===== src/rtl/pll_ctrl_pkg.sv =====
// Shared types and limits for the PLL sequencer: state encoding, divider bundle, legality check.
package pll_ctrl_pkg;

  typedef enum logic [2:0] {
    ST_OFF,
    ST_PROG,
    ST_WAIT_LOCK,
    ST_RUN,
    ST_ERROR
  } pll_state_e;

  localparam int unsigned FBDIV_MIN     = 16;
  localparam int unsigned PD_CYCLES_MIN = 4;

  typedef struct packed {
    logic [5:0]  refdiv;
    logic [11:0] fbdiv;
    logic [2:0]  postdiv1;
    logic [2:0]  postdiv2;
  } pll_cfg_t;

  function automatic logic cfg_legal(input pll_cfg_t c);
    return (c.refdiv != '0) && (c.fbdiv >= 12'(FBDIV_MIN)) &&
           (c.postdiv1 != '0) && (c.postdiv2 != '0) && (c.postdiv1 >= c.postdiv2);
  endfunction

endpackage


===== src/rtl/pll_lock_sync.sv =====
// Two-flop LOCK synchroniser plus a counter of consecutive synchronised-high cycles.
// lock_stable_o fires combinationally on the cycle the run length reaches LOCK_STABLE.
module pll_lock_sync
  import pll_ctrl_pkg::*;
#(
  parameter int unsigned LOCK_STABLE = 16
) (
  input  logic clk,
  input  logic rst_n,
  input  logic lock_i,
  input  logic en_i,
  output logic lock_s_o,
  output logic lock_stable_o
);

  localparam int unsigned CW = $clog2(LOCK_STABLE + 1);

  logic          s1_q, s2_q;
  logic [CW-1:0] cnt_q, cnt_d;

  always_ff @(posedge clk) begin
    if (!rst_n) begin
      s1_q  <= 1'b0;
      s2_q  <= 1'b0;
      cnt_q <= '0;
    end else begin
      s1_q  <= lock_i;
      s2_q  <= s1_q;
      cnt_q <= cnt_d;
    end
  end

  // Any low sample, or leaving the enabled window, restarts the run.
  always_comb begin
    cnt_d = '0;
    if (en_i && s2_q) begin
      cnt_d = (cnt_q == CW'(LOCK_STABLE)) ? cnt_q : cnt_q + CW'(1);
    end
  end

  assign lock_s_o      = s2_q;
  assign lock_stable_o = en_i && s2_q && (cnt_q >= CW'(LOCK_STABLE - 1));

endmodule


===== src/rtl/pll_ctrl.sv =====
// Safe bring-up sequencer for the PLL macro: bypass, power-down, load dividers, power-up, lock, unbypass.
// New pin values appear the cycle after acceptance; cfg_ready drops while busy or while pd_req is high.
module pll_ctrl
  import pll_ctrl_pkg::*;
#(
  parameter int unsigned PD_CYCLES    = 8,
  parameter int unsigned LOCK_TIMEOUT = 4096,
  parameter int unsigned LOCK_STABLE  = 16,
  parameter logic [5:0]  DEF_REFDIV   = 6'd1,
  parameter logic [11:0] DEF_FBDIV    = 12'd32,
  parameter logic [2:0]  DEF_POSTDIV1 = 3'd1,
  parameter logic [2:0]  DEF_POSTDIV2 = 3'd1
) (
  input  logic        clk,
  input  logic        rst_n,
  input  logic        cfg_valid,
  output logic        cfg_ready,
  input  logic [5:0]  cfg_refdiv,
  input  logic [11:0] cfg_fbdiv,
  input  logic [2:0]  cfg_postdiv1,
  input  logic [2:0]  cfg_postdiv2,
  input  logic        pd_req,
  input  logic        pll_lock,
  output logic        pll_pd,
  output logic        pll_bypass,
  output logic        pll_dsmpd,
  output logic        pll_foutpostdivpd,
  output logic        pll_foutvcopd,
  output logic [5:0]  pll_refdiv,
  output logic [11:0] pll_fbdiv,
  output logic [2:0]  pll_postdiv1,
  output logic [2:0]  pll_postdiv2,
  output logic        locked,
  output logic        busy,
  output logic        cfg_err,
  output logic        timeout_err,
  output logic        lock_lost
);

  localparam int unsigned PD_EFF  = (PD_CYCLES < PD_CYCLES_MIN) ? PD_CYCLES_MIN : PD_CYCLES;
  localparam int unsigned CNT_MAX = (LOCK_TIMEOUT > PD_EFF) ? LOCK_TIMEOUT : PD_EFF;
  localparam int unsigned CW      = $clog2(CNT_MAX + 1);
  localparam pll_cfg_t    DEF_CFG = '{refdiv: DEF_REFDIV, fbdiv: DEF_FBDIV,
                                      postdiv1: DEF_POSTDIV1, postdiv2: DEF_POSTDIV2};

  pll_state_e    state_q, state_d;
  logic [CW-1:0] cnt_q, cnt_d;
  pll_cfg_t      div_q, div_d, req;
  logic          ready_q, ready_d, pd_q, pd_d, byp_q, byp_d, fopd_q, fopd_d;
  logic          locked_q, locked_d, busy_q, busy_d, err_q, err_d;
  logic          tmo_q, tmo_d, lost_q, lost_d;
  logic          hs, legal, take, lock_s, lock_stable;

  assign req       = {cfg_refdiv, cfg_fbdiv, cfg_postdiv1, cfg_postdiv2};
  assign legal     = cfg_legal(req);
  // Power-down wins over a simultaneous handshake, so ready is masked by pd_req directly.
  assign cfg_ready = ready_q & ~pd_req;
  assign hs        = cfg_valid & cfg_ready;
  assign take      = hs & legal;

  pll_lock_sync #(.LOCK_STABLE(LOCK_STABLE)) u_sync (
    .clk           (clk),
    .rst_n         (rst_n),
    .lock_i        (pll_lock),
    .en_i          (state_q == ST_WAIT_LOCK),
    .lock_s_o      (lock_s),
    .lock_stable_o (lock_stable)
  );

  always_ff @(posedge clk) begin
    if (!rst_n) state_q <= ST_OFF;
    else        state_q <= state_d;
  end

  always_comb begin
    state_d = state_q;
    if (pd_req) begin
      state_d = ST_OFF;
    end else begin
      case (state_q)
        ST_OFF, ST_ERROR: if (take) state_d = ST_PROG;
        ST_PROG:          if (cnt_q >= CW'(PD_EFF - 1)) state_d = ST_WAIT_LOCK;
        ST_WAIT_LOCK: begin
          if (lock_stable)                            state_d = ST_RUN;
          else if (cnt_q >= CW'(LOCK_TIMEOUT - 1))    state_d = ST_ERROR;
        end
        ST_RUN: begin
          if (take)         state_d = ST_PROG;
          else if (!lock_s) state_d = ST_WAIT_LOCK;
        end
        default:          state_d = ST_OFF;
      endcase
    end

    // One counter serves both PROG hold-off and the lock timeout; any state change restarts it.
    cnt_d = '0;
    if ((state_d == state_q) && ((state_q == ST_PROG) || (state_q == ST_WAIT_LOCK))) begin
      cnt_d = (cnt_q == CW'(CNT_MAX)) ? cnt_q : cnt_q + CW'(1);
    end

    pd_d     = (state_d == ST_OFF) || (state_d == ST_PROG) || (state_d == ST_ERROR);
    byp_d    = (state_d != ST_RUN);
    fopd_d   = (state_d != ST_RUN);
    locked_d = (state_d == ST_RUN);
    busy_d   = (state_d == ST_PROG) || (state_d == ST_WAIT_LOCK);
    ready_d  = (state_d == ST_OFF) || (state_d == ST_RUN) || (state_d == ST_ERROR);
    err_d    = hs & ~legal;
    div_d    = take ? req : div_q;

    tmo_d  = tmo_q;
    lost_d = lost_q;
    if (take) begin
      tmo_d  = 1'b0;
      lost_d = 1'b0;
    end else begin
      if (state_d == ST_ERROR) tmo_d = 1'b1;
      if ((state_q == ST_RUN) && (state_d == ST_WAIT_LOCK)) lost_d = 1'b1;
    end
  end

  always_ff @(posedge clk) begin
    if (!rst_n) begin
      cnt_q    <= '0;
      div_q    <= DEF_CFG;
      ready_q  <= 1'b1;
      pd_q     <= 1'b1;
      byp_q    <= 1'b1;
      fopd_q   <= 1'b1;
      locked_q <= 1'b0;
      busy_q   <= 1'b0;
      err_q    <= 1'b0;
      tmo_q    <= 1'b0;
      lost_q   <= 1'b0;
    end else begin
      cnt_q    <= cnt_d;
      div_q    <= div_d;
      ready_q  <= ready_d;
      pd_q     <= pd_d;
      byp_q    <= byp_d;
      fopd_q   <= fopd_d;
      locked_q <= locked_d;
      busy_q   <= busy_d;
      err_q    <= err_d;
      tmo_q    <= tmo_d;
      lost_q   <= lost_d;
    end
  end

  // Integer mode only: sigma-delta and VCO-output power-downs stay asserted.
  assign pll_dsmpd         = 1'b1;
  assign pll_foutvcopd     = 1'b1;
  assign pll_pd            = pd_q;
  assign pll_bypass        = byp_q;
  assign pll_foutpostdivpd = fopd_q;
  assign pll_refdiv        = div_q.refdiv;
  assign pll_fbdiv         = div_q.fbdiv;
  assign pll_postdiv1      = div_q.postdiv1;
  assign pll_postdiv2      = div_q.postdiv2;
  assign locked            = locked_q;
  assign busy              = busy_q;
  assign cfg_err           = err_q;
  assign timeout_err       = tmo_q;
  assign lock_lost         = lost_q;

endmodule


===== config.mk =====
export PLATFORM = sky130hd
export DESIGN_NAME = pll_ctrl
export DESIGN_NICKNAME = d
export VERILOG_FILES = /design/src/rtl/pll_ctrl_pkg.sv /design/src/rtl/pll_lock_sync.sv /design/src/rtl/pll_ctrl.sv
export SDC_FILE = /design/constraint.sdc
export NUM_CORES = 1
export LEC_CHECK = 0
export CELL_PAD_IN_SITES_DETAIL_PLACEMENT = 1
export CELL_PAD_IN_SITES_GLOBAL_PLACEMENT = 1
export CORE_UTILIZATION = 39
export CTS_BUF_LIST = sky130_fd_sc_hd__clkbuf_16
export CTS_CLUSTER_SIZE = 12
export DETAILED_ROUTE_END_ITERATION = 8
export PLACE_DENSITY = 0.94
export SLEW_MARGIN = 20
export SYNTH_ARGS = -nofsm -noshare
export SYNTH_HDL_FRONTEND = slang
export SYNTH_SLANG_ARGS = --single-unit

===== constraint.sdc =====
create_clock -name clk -period 4.35 [get_ports clk]
set_input_delay 0.6525 -clock clk [delete_from_list [all_inputs] [get_ports clk]]
set_output_delay 0.6525 -clock clk [all_outputs]
set_load 0.03 [all_outputs]

======== After elaboration in Yosys (flattened, before gate mapping) ========
Index checks and enable logic that the tools add are counted.
operators by class
  $add $sub $neg .......................... 2
  order comparisons ....................... 5
  eq/ne operators ......................... 12
  mux-type cells .......................... 8
  bitwise operators ....................... 7
  reduce and logical (&&, ||, !) cells .... 23
operator list
  kind                                                                                    count
  3-bit two-way mux                                                                       7
  13-bit by 1-bit adder with 13-bit output (second input constant)                        1
  13-bit equality test (second input constant)                                            1
  13-bit by 12-bit greater-or-equal comparator with 1-bit output (second input constant)  1
  13-bit by 3-bit greater-or-equal comparator with 1-bit output (second input constant)   1
  3-bit by 2-bit equality test with 1-bit output (second input constant)                  4
  12-bit by 5-bit greater-or-equal comparator with 1-bit output (second input constant)   1
  3-bit case mux with 4 select lines                                                      1
  1-bit logical AND                                                                       8
  3-bit by 1-bit equality test with 1-bit output (second input constant)                  2
  3-bit equality test (second input constant)                                             2
  3-bit zero test                                                                         2
  1-bit logical OR                                                                        6
  3-bit nonzero test                                                                      2
  6-bit nonzero test                                                                      1
  5-bit by 1-bit adder with 5-bit output (second input constant)                          1
  5-bit equality test (second input constant)                                             1
  5-bit by 4-bit greater-or-equal comparator with 1-bit output (second input constant)    1
  1-bit AND                                                                               4
  2-bit AND reduction                                                                     2
  2-bit OR reduction                                                                      2
  3-bit equality test                                                                     1
  3-bit greater-or-equal comparator                                                       1
  3-bit by 2-bit != test with 1-bit output (second input constant)                        1
  1-bit inverter                                                                          3
word-level totals
  flip-flop bits (word level) ............. 55
  input bits .............................. 29
  output and inout port bits .............. 35
  logic and storage cells ................. 74

======== Logic depth before layout (Yosys ltp) ========
  depth after elaboration ................. 12
  gate-level depth with buffers ........... 10
  mapped depth without buffers ............ 9

======== Cells and area by module ========
From an unflattened synthesis, not the netlist that was laid out.
unflattened totals
  cell total of the unflattened synthesis .. 300
  area, all modules ....................... 2613.8 µm²
by module, submodules not included
  module         instances  cells an instance  area each (µm²)  seq. area each (µm²)
  pll_ctrl       1          262                2245.9           960.9
  pll_lock_sync  1          38                 367.9            140.1

======== Least setup slack after synthesis ========
No wires, ideal clock.
  kind .................................... in2reg
  start point ............................. input cfg_postdiv2[2]
  end point ............................... register busy_q, in the netlist busy
  library setup time ...................... 0.120 ns
  data arrival time ....................... 2.145 ns
  required time ........................... 4.230 ns
  slack ................................... 2.085 ns
  cell stages on the path ................. 9
  path buffers ............................ 1
  path through ............................ inv_1 -> ha_1 -> nand2_1 -> o21ai_0 -> nand4bb_1 -> buf_4 -> o211a_1 -> o211a_1 -> or2_1
between the ends
  longest elaborated chain between the ends .. 9
  elaborated cells between the ends (all ways) .. 12
  classes of those cells .................. order compare: 1; eq/ne: 2; mux: 4; bitwise: 1; reduce/logical: 4
RTL lines
  item                                                                                                                     line                            text
  from (decl)                                                                                                              pll_ctrl.sv:21                  input logic [2:0] cfg_postdiv2,
  parallel branches: the longest is 2 deep, another holds 3-bit greater-or-equal comparator                                -
  1-bit logical AND (*)                                                                                                    pll_ctrl_pkg.sv:24              (c.postdiv1 != '0) && (c.postdiv2 != '0) && (c.postdiv1 >= c.postdiv2);
  1-bit AND (*)                                                                                                            pll_ctrl.sv:59                  assign take = hs & legal;
  3-bit two-way mux, on equally long branches                                                                              pll_ctrl.sv:88, pll_ctrl.sv:81
  3-bit case mux with 4 select lines (*)                                                                                   pll_ctrl.sv:80                  case (state_q)
  3-bit two-way mux (*)                                                                                                    pll_ctrl.sv:77                  if (pd_req) begin
  3-bit by 1-bit equality test with 1-bit output / 3-bit by 2-bit equality test with 1-bit output (equally long branches)  pll_ctrl.sv:105                 busy_d = (state_d == ST_PROG) || (state_d == ST_WAIT_LOCK);
  1-bit logical OR (*)                                                                                                     pll_ctrl.sv:105
  to (signal assigned)                                                                                                     pll_ctrl.sv:142                 busy_q <= busy_d;
  to (decl)                                                                                                                pll_ctrl.sv:50                  logic locked_q, locked_d, busy_q, busy_d, err_q, err_d;
Every way passes the cells marked *.
A chain may end at the register's enable or synchronous reset.

======== Worst setup path in the final report ========
  start point ............................. input cfg_postdiv1[0]
  end point ............................... register ready_q
between the ends
  longest elaborated chain between the ends .. 11
  elaborated cells between the ends (all ways) .. 15
  classes of those cells .................. order compare: 1; eq/ne: 2; mux: 4; bitwise: 1; reduce/logical: 7
RTL lines
  item                                                                                       line                            text
  from (decl)                                                                                pll_ctrl.sv:20                  input logic [2:0] cfg_postdiv1,
  parallel branches: the longest is 3 deep, another holds 3-bit greater-or-equal comparator  -
  1-bit logical AND (*)                                                                      pll_ctrl_pkg.sv:24
  1-bit AND (*)                                                                              pll_ctrl.sv:59
  3-bit two-way mux, on equally long branches                                                pll_ctrl.sv:88, pll_ctrl.sv:81
  3-bit case mux with 4 select lines (*)                                                     pll_ctrl.sv:80
  3-bit two-way mux (*)                                                                      pll_ctrl.sv:77
  3-bit by 2-bit equality test with 1-bit output / 3-bit zero test (equally long branches)   pll_ctrl.sv:106                 ready_d = (state_d == ST_OFF) || (state_d == ST_RUN) || (state_d == ST_ERROR);
  1-bit logical OR                                                                           pll_ctrl.sv:106
  1-bit logical OR (*)                                                                       pll_ctrl.sv:106
  to (signal assigned)                                                                       pll_ctrl.sv:137                 ready_q <= ready_d;
  to (decl)                                                                                  pll_ctrl.sv:49                  logic ready_q, ready_d, pd_q, pd_d, byp_q, byp_d, fopd_q, fopd_d;
Marks and branches as above.

==> results_dict.tcl <==
set metrics [dict create \
    cap_violations 0 \
    port-buffer-count 61 \
    critical_path_class "in -> reg" \
    htreeDepth 2 \
    place_inst 396 \
    hold_viol_final 0 \
    crit_chain "clkdlybuf4s50_1, inv_1, ha_1, nor2b_1, o21ai_0, nand4bb_1, o211a_1, nor4_1, nor2_1" \
    cts_sinks 55 \
    drive_above_1_share_pct 4.86 \
    cts-root-buf "clkbuf_16" \
    synth-main-ff-cell "dfxtp_1" \
    tns_ns 0 \
    place_ws_ns 1.09 \
    avgSynthCellArea_sq_um 9.20 \
    cp_max_fo 10 \
    utilization_pct 54.5 \
    fin_cells 404 \
    core_area_sq_um 6030 \
    fin_area_sq_um 3280 \
    synth_cells 268 \
    ir_worst_vdd_uv 212 \
    grt_pass1_vias 2207 \
    numCtsBuffers 5 \
    arrival_ns 3.16 \
    ctsHoldBuffers 0 \
    async_reset_ff_share_pct 0 \
    areaGrowthSynthToFinish_pct 33.2 \
    post_dp_cell_area_sq_um 3140 \
    fmax_mhz 335 \
    period_needed_ns 2.99 \
    period_share_pct 68.7 \
    syn-cell-area_sq_um 2460 \
    dp_hpwl_um 5020 \
    holdWs_ns 0.437 \
    worst_pin_slew_ns 0.593 \
    p_per_area_nw_per_um2 317 \
    groute.usage.overall_pct 21.3 \
    fin_ws_ns 1.36 \
    synth_warnings 0 \
    grt_start_max_net_pins 32 \
    fin_nets 365 \
    chipHeight_um 81.5 \
    drtIter0Drc 63 \
    rows 28 \
    dieArea_sq_um 6640 \
    finalSetupViolCount 0 \
    insertion_delay_ns 0.30 \
    fillers 677 \
    rsz0062_at_grt "no" \
    ys_ff_latch 55 \
    synth_edf_count 0 \
    post_drt_wl_per_cell_um 16.7 \
    grt_antenna_before_repair 0 \
    synth_cell_types 45 \
    power_mw 1.04 \
    crit_path_top_delay_cell "clkdlybuf4s50_1" \
    start_util_pct 40.9 \
    outcome "finished clean" \
    leakage_nw 1.20 \
    max_slew_margin_pct 60.2 \
    synth_seq_area_share_pct 44.7 \
    grt_remaining_overflow 0 \
    post_cts_buffers 0 \
    ios 64 \
    end_kind "flop" \
    post-route-drc-count 0 \
    cp.required_ns 4.53 \
    die_w_um 81.5 \
    startpoint_type "input port" \
    ant_nets 0 \
    clockBufferDepth 2 \
    wirelength_um 6760 \
    clk_pin_slew_ns 0.07 \
    diodes 0 \
    drt_first_pass_iters 4 \
    grt_pass1_wl_um 10500 \
    cts_tree "yes" \
    max_stage_delay_ns 0.48 \
    gp_congestion 0.783 \
    fin_skew_ns 0.00858 \
    vias 2098 \
    ctsResizeCount 0 \
    report.final.slew_viol_count 0 \
    hold_path_class "reg -> reg" \
    viasPerCell 5.19 \
]
==> placed cells by master (no fill, tap or decap), drive strengths merged, types with 2 or more instances in the layout <==
cell type,synthesis,layout
nor4,6,6
nor3,6,6
or3,3,3
xor2,9,9
or2,3,3
o211a,3,3
buf,6,2
nand2,18,18
and2,2,2
a21oi,9,9
mux2i,22,22
o21ai,5,5
nand2b,2,2
clkbuf,5,5
xnor2,5,5
nand4,5,5
conb,2,3
nand3,7,7
clkdlybuf4s50,0,61
nor2b,23,23
dfxtp,55,55
ha,8,8
o31ai,3,3
nor2,29,29
inv,16,17
clkinv,0,2
==> report_power, final <==
group	total (mW)	switching, mW	internal (mW)	leakage [nW]
registers	0.521	0.00659	0.514	0.446
clock network	0.394	0.180	0.214	0.0740
logic	0.127	0.0643	0.0625	0.685
==> per-layer routing <==
| metal | wire (um) | up-vias | global-route usage, % |
|---|---|---|---|
| met5 | 0 | - | 0 |
| met2 | 3440 | 62 | 39.0 |
| met3 | 324 | 18 | 5.89 |
| li1 | - | 1023 | - |
| met1 | 2830 | 995 | 22.2 |
| met4 | 167 | 0 | 10.7 |
==> state kept, by name, summed over array words and instances (netlist names), 3 cells and up <==
name,flops
cnt_q,13
pll_fbdiv,12
pll_postdiv1,3
pll_postdiv2,3
pll_refdiv,6
state_q,3
u_sync.cnt_q,5
==> cell families after synthesis <==
family | after synthesis | share of synthesized area [%]
simple gates | 112 | 24.2
flops | 55 | 44.7
compound gates | 28 | 7.82
buf+inv | 27 | 5.03
mux | 22 | 8.93
xor+xnor | 14 | 4.97
fa+ha+maj | 8 | 4.06
other cells | 2 | 0.305
==> cell usage after synthesis (all sizes together), types with 7 or more instances <==
library cell | number | area [sq um]
a21oi | 9 | 45.0
inv | 16 | 60.1
xor2 | 9 | 78.8
ha | 8 | 100
nor2 | 29 | 109
nor2b | 23 | 144
nand3 | 7 | 35.0
mux2i | 22 | 220
dfxtp | 55 | 1100
nand2 | 18 | 67.6
==> final timing paths <==
| check | depth (start not counted) | from | to | slack, ns |
|---|---|---|---|---|
| max | 9 | cfg_postdiv1[0] | ready_q | 1.36 |
| min | 1 | u_sync.s1_q | u_sync.lock_s_o | 0.44 |
| max reg2reg | 9 | u_sync.cnt_q[0] | cnt_q[10] | 1.95 |
| min reg2reg | 1 | u_sync.s1_q | u_sync.lock_s_o | 0.44 |
==> critical path: cells and delay by family <==
family	cells	cell delay, ns
AO/OA/AOI/OAI	2	0.72
adder cells (fa/ha/maj)	1	0.30
buffers and inverters	2	0.55
AND/OR/NAND/NOR	4	0.94
==> cell type report <==
cell class,count,area (sq um),area share [%]
timing repair buffer,63,626,19.1
clock inverter,3,18.8,0.572
multi-input combinational,187,1260,38.3
clock buffer,5,125,3.81
sequential,55,1100,33.5
tap,75,93.8,2.86
inverter,16,60.1,1.83
Power figures use the tool's default switching activity.
